`src/rtl/mem_arbiter.sv`:
```
// Round-robin arbiter sharing one memory port between the CPU and a DMA/debug loader.
// Memory-side outputs and done pulses follow the owner combinationally within the busy cycle.
module mem_arbiter #(
  parameter int unsigned AW      = 32,
  parameter int unsigned DW      = 32,
  parameter int unsigned TIMEOUT = 16
) (
  input  logic          clk,
  input  logic          reset,
  input  logic          cpu_req,
  input  logic          cpu_we,
  input  logic [AW-1:0] cpu_addr,
  input  logic [DW-1:0] cpu_wdata,
  output logic [DW-1:0] cpu_rdata,
  output logic          cpu_done,
  output logic          cpu_err,
  input  logic          dma_req,
  input  logic          dma_we,
  input  logic [AW-1:0] dma_addr,
  input  logic [DW-1:0] dma_wdata,
  output logic [DW-1:0] dma_rdata,
  output logic          dma_done,
  output logic          dma_err,
  output logic          mem_req,
  output logic          mem_we,
  output logic [AW-1:0] mem_addr,
  output logic [DW-1:0] mem_wdata,
  input  logic [DW-1:0] mem_rdata,
  input  logic          mem_ready,
  output logic          owner
);

  localparam int unsigned CW = (TIMEOUT > 2) ? $clog2(TIMEOUT) : 1;
  localparam logic [CW-1:0] WD_LAST = CW'(TIMEOUT - 1);

  typedef enum logic [1:0] {
    IDLE     = 2'd0,
    BUSY_CPU = 2'd1,
    BUSY_DMA = 2'd2
  } state_e;

  state_e        state_q, state_d;
  logic          last_owner_q, last_owner_d;
  logic [CW-1:0] wd_q, wd_d;

  logic busy_c;
  logic sel_dma_c;
  logic expire_c;
  logic finish_c;

  // Transaction status; reset masks everything so nothing leaks out during a reset cycle.
  always_comb begin
    busy_c    = (state_q != IDLE) && !reset;
    sel_dma_c = (state_q == BUSY_DMA);
    expire_c  = busy_c && !mem_ready && (wd_q == WD_LAST);
    finish_c  = busy_c && (mem_ready || (wd_q == WD_LAST));
  end

  // Next-state: grant from IDLE, otherwise wait for ready or watchdog expiry.
  always_comb begin
    state_d      = state_q;
    last_owner_d = last_owner_q;
    wd_d         = wd_q;
    case (state_q)
      IDLE: begin
        wd_d = '0;
        if (cpu_req && (!dma_req || last_owner_q)) begin
          state_d      = BUSY_CPU;
          last_owner_d = 1'b0;
        end else if (dma_req) begin
          state_d      = BUSY_DMA;
          last_owner_d = 1'b1;
        end
      end
      BUSY_CPU, BUSY_DMA: begin
        if (finish_c) begin
          state_d = IDLE;
        end else begin
          wd_d = wd_q + CW'(1);
        end
      end
      default: begin
        state_d = IDLE;
      end
    endcase
  end

  always_ff @(posedge clk) begin
    if (reset) begin
      state_q      <= IDLE;
      last_owner_q <= 1'b1;
      wd_q         <= '0;
    end else begin
      state_q      <= state_d;
      last_owner_q <= last_owner_d;
      wd_q         <= wd_d;
    end
  end

  // Memory request mux and completion pulses.
  always_comb begin
    mem_req   = busy_c;
    mem_we    = 1'b0;
    mem_addr  = '0;
    mem_wdata = '0;
    if (busy_c) begin
      if (sel_dma_c) begin
        mem_we    = dma_we;
        mem_addr  = dma_addr;
        mem_wdata = dma_wdata;
      end else begin
        mem_we    = cpu_we;
        mem_addr  = cpu_addr;
        mem_wdata = cpu_wdata;
      end
    end

    cpu_done  = finish_c && !sel_dma_c;
    dma_done  = finish_c && sel_dma_c;
    cpu_err   = expire_c && !sel_dma_c;
    dma_err   = expire_c && sel_dma_c;
    cpu_rdata = (cpu_done && !expire_c) ? mem_rdata : '0;
    dma_rdata = (dma_done && !expire_c) ? mem_rdata : '0;
  end

  assign owner = last_owner_q;

endmodule

```
`config.mk`:
```
export PLATFORM = sky130hd
export DESIGN_NAME = mem_arbiter
export DESIGN_NICKNAME = d
export VERILOG_FILES = /design/src/rtl/mem_arbiter.sv
export SDC_FILE = /design/constraint.sdc
export NUM_CORES = 1
export LEC_CHECK = 0
export CELL_PAD_IN_SITES_DETAIL_PLACEMENT = 0
export CELL_PAD_IN_SITES_GLOBAL_PLACEMENT = 2
export CORE_ASPECT_RATIO = 0.8
export CORE_MARGIN = 3
export CORE_UTILIZATION = 10
export DETAILED_ROUTE_END_ITERATION = 10
export PLACE_DENSITY_LB_ADDON = 0.1
export SKIP_LAST_GASP = 1
export SLEW_MARGIN = 20
export SYNTH_ARGS = -nofsm -noshare
export SYNTH_HDL_FRONTEND = slang
export SYNTH_SLANG_ARGS = --single-unit
```
`constraint.sdc`:
```
create_clock -name clk -period 5 [get_ports clk]
set_input_delay 1 -clock clk [delete_from_list [all_inputs] [get_ports clk]]
set_output_delay 1 -clock clk [all_outputs]
set_load 0.01 [all_outputs]
```
== Word-level counts from Yosys, hierarchy flattened ==
Cells that the tools add are included.

* Reduce and logical (&&, ||, !) cells: 26
* Muxes and demuxes: 16
* Equality and inequality tests: 6
* Add/sub/neg operators: 1

{| class="wikitable"
|+ Operators with widths
! cell !! count
|-
| two-way mux 32 bit || 6
|-
| logical AND 1 bit || 11
|-
| case mux 4 bit (2 select lines) || 1
|-
| two-way mux 2 bit || 3
|-
| AND reduction 2 bit || 3
|-
| nonzero test 2 bit || 3
|-
| logical NOT 1 bit || 5
|-
| adder 4 x 1 -> 4 bit (second input constant) || 1
|-
| == test 4 bit (second input constant) || 1
|-
| two-way mux 1 bit || 4
|-
| two-way mux 4 bit || 1
|-
| != test 2 bit (second input constant) || 2
|-
| case mux 2 bit (2 select lines) || 1
|-
| != test 3 bit (second input constant) || 1
|-
| == test 2 x 1 -> 1 bit (second input constant) || 1
|-
| == test 2 bit (second input constant) || 1
|-
| logical NOT 2 bit || 1
|-
| logical OR 1 bit || 2
|-
| OR reduction 2 bit || 1
|}

* Input bits: 167
* Flip-flop bits (word level): 7
* Logic and storage cells: 52
* Output and inout bits: 135

== Logic depth before layout (Yosys ltp) ==
* Depth in word-level cells: 7
* Mapped depth: 9
* Mapped depth without buffers: 6

== Least setup slack after synthesis ==
Ideal clock, no wire load.

* Kind: input -> output
* Start: input reset
* End: output cpu_err
* Required time: 4.000 ns
* Path slack: 2.093 ns
* Arrival: 1.907 ns
* Buffers on the path: 2
* Stages on the path: 4
* Path through: or2_1 buf_6 buf_2 nor4_1

* Word-level cells in the longest chain between the ends: 5

{| class="wikitable"
|+ Ends and longest elaborated chain
! item !! line !! RTL
|-
| from (decl) || 9 || <nowiki>input logic reset,</nowiki>
|-
| logical NOT 1 bit || 53 || <nowiki>busy_c = (state_q != IDLE) && !reset;</nowiki>
|-
| logical AND 1 bit || 53 ||
|-
| logical AND 1 bit (2 in series) || 55 || <nowiki>expire_c = busy_c && !mem_ready && (wd_q == WD_LAST);</nowiki>
|-
| logical AND 1 bit || 120 || <nowiki>cpu_err = expire_c && !sel_dma_c;</nowiki>
|-
| to (decl) || 16 || <nowiki>output logic cpu_err,</nowiki>
|}

No other way between the ends.

== Final worst setup path ==
* Start: input reset
* End: output dma_rdata[17]

* Word-level cells in the longest chain between the ends: 7
* Elaborated cells between the ends (all ways): 9
* Those cells by class: mux: 1; reduce/logical: 8

{| class="wikitable"
|+ Ends and longest elaborated chain
! item !! line !! RTL
|-
| logical NOT 1 bit * || 53 ||
|-
| logical AND 1 bit * || 53 ||
|-
| logical AND 1 bit (2 in series) || 55 ||
|-
| logical NOT 1 bit || 123 || <nowiki>dma_rdata = (dma_done && !expire_c) ? mem_rdata : '0;</nowiki>
|-
| logical AND 1 bit * || 123 ||
|-
| two-way mux 32 bit * || 123 ||
|-
| to (decl) || 21 || <nowiki>output logic [DW-1:0] dma_rdata,</nowiki>
|}

Mark *: on every way between the ends. The rest lies on a longest branch, timed or not.

==> run metrics <==
outcome=finished, final reports clean; Most Frequent Cell on Critical Path=clkdlybuf4s50_1; Cell Rows=44; Hold Vio Cnt, Final=0; worst slack, placed=0.928 ns; routed vias/inst=3.69; unrepaired setup endpoints after global routing=no; Max Used Layer=met4; Max FO, Critical Path=32; Setup CP Type=in -> out; fillers=~2.0k; post-route insts no fill=820; Arr. time, crit path=3.00 ns; Tot Pwr=0.829 mW; Syn Area/Cell=between 6 and 7 µm²; post-cts resize count=0; clk sinks=7; Pleak=1.80 nW; placed inst area=5150 µm²; ys flop type=dfxtp_1; Post-Synthesis Cells=277; WL per Instance=about 16 µm; Fmax=250 MHz; Die X=161 µm; Tmin final=roughly 4 ns; initial antenna violation count=1; Worst R2R Path Depth=4; worst path bufs/invs=3; crit end category=primary output; port bufs=301; Routed WL=13,500 µm; Final Instance Area=5240 µm²; length of routed met2 wiring=between 7000 and 8000 µm; Sequential Area=between 100 and 150 µm²; end point of the critical path=dma_rdata[17]; CP Data Required Time=4.00 ns; Max clock buf depth=2; post-route core utilization=28.3%; TritonRoute pass-1 iters=4; Die ar.=20,900 µm²; max-capacitance violation count=0; Area Overhead vs Synth=173%; worst hold slack=roughly 0.53 ns; Pins Over Slew Limit=0; asr flop ratio synth=0%; Critical Path Start=reset; clock transition at the registers of the reported paths=around 0.040 ns; root buffer cell=clkbuf_16; Overflow after GRT=0; nets=734; max incr delay on CP=0.56 ns; Seq cells post-synth=7; H-tree Lvls=1; crit path launch type=input port; synth cell count leaders=nor2_1 (67), and2_1 (66), mux2i_1 (65); placed cells=812; TritonCTS Buffers=3; Post-Route M1 WL=4700 µm; CP max stage cell=clkdlybuf4s50_1; first-pass GRT wire length=18,800 µm; Post-DRT Antenna Nets=0; placed wire-length estimate=11,600 µm; Worst slew margin=40.6%; net count after synthesis=roughly 450; Yosys cell types=34; Critical Path, Cell by Cell=clkdlybuf4s50_1 > or2_2 > clkinv_2 > and3_4 > and2_1 > clkdlybuf4s50_1; critical path depth in cells=6; clock latency on the worst-skew pair=0.23 ns; Met3 Routed Length=~1400 µm; largest net degree at the start of global routing=50; Vias=3,022; Setup Fix Bufs, Post-CTS=0; drt drc=0; Initial Util=approximately a tenth; Core ar.=18,500 µm²; CP top delay family=buffers and inverters; EDFF count, synth=0; pin slew with the least headroom to its limit=~0.89 ns; sequential fraction of the synthesis area=7.29%; reg-to-reg startpoint=wd_q[0]; Worst Skew=between 0.0003 and 0.0004 ns; r2r endpoint=wd_q[1]; Synth top area share=33.8%; share of layout cells above drive strength 1=2.84%; vias in the first global route=2,980; Hold-fix buffers, CTS=0; CTS tree=yes; setup TNS=0 ns; Register-to-Register Setup Slack=3.28 ns; post-synth top area cell=mux2i_1; IO Count=302; worst min path class=reg -> reg; DR iter-0 viols=154; final worst slack=0.995 ns; most common cell in the netlist=nor2_1; Total GRT Usage=a little under an eighth; area of the multi-input gates=1620 µm²; Synthesis Warnings=0; GPL Wtd Cong=0.782; top post-synthesis cells by area=mux2i_1 (34%), and2_1 (21%), nor2_1 (13%); Final setup viols=0; die height=130 µm; Final period util=80.1%; PwrDens=158 nW/µm²; Syn Std Cell Area=1920 µm²; Max VDD drop=~0.096 mV
## final cells by class
class | instances | area share [%]
Inverter | 7 | 0.525
Sequential cell | 7 | 2.67
Clock buffer | 4 | 1.50
Tap cell | 253 | 6.04
Timing Repair Buffer | 306 | 58.2
Multi-Input combinational cell | 239 | 30.9
Antenna cell | 4 | 0.191
## cell families (layout without fill, tap and decap cells)
family	Yosys count	after routing	synth area share [%]
and+or+nand+nor	154	154	41.8
DFF	7	7	7.29
other	0	4	0
buffers and inverters	31	317	9.11
AOI/OAI and AO/OA	17	17	5.99
adders and majority gates	3	3	1.95
muxes	65	65	33.8
## state kept, by name, summed over array words and instances, names as in the netlist
register and flops:
wd_q 4, state_q 2, owner 1
## per-layer routing
layer,global-route usage [%],vias to the layer above
met1,11.7,1341
met3,4.89,2
li1,-,1498
met5,0,-
met2,22.8,181
met4,2.33,0
## report_power, final
group	leakage [nW]	total, mW	internal (mW)	switching (mW)
logic	1.70	0.620	0.353	0.267
registers	0.0571	0.0709	0.0636	0.00729
clock network	0.0382	0.138	0.106	0.0318
total	1.80	0.829	0.523	0.306
## worst min-delay path by stage
| stage | end | slack, ns | from | cells past startpoint |
|---|---|---|---|---|
| 2_1_floorplan | wd_q[0] | 0.48 | wd_q[0] | 1 |
| 5_1_grt | wd_q[1] | 0.56 | wd_q[1] | 2 |
| 3_5_place_dp | wd_q[1] | 0.51 | wd_q[1] | 2 |
| 3_3_place_gp | wd_q[0] | 0.50 | wd_q[0] | 1 |
| 6_report | wd_q[0] | 0.53 | wd_q[0] | 1 |
| 4_1_cts | wd_q[1] | 0.52 | wd_q[1] | 2 |
## placed cells by master, fill, tap and decap left out, drive strengths merged, types with 4 or more instances in the layout
cell / n
diode: 4
mux2i: 65
inv: 6
nor2: 67
buf: 5
clkdlybuf4s50: 301
and2: 66
nand2b: 4
a21oi: 6
dfxtp: 7
clkbuf: 4
No activity file was read; power rests on OpenSTA's default activity.
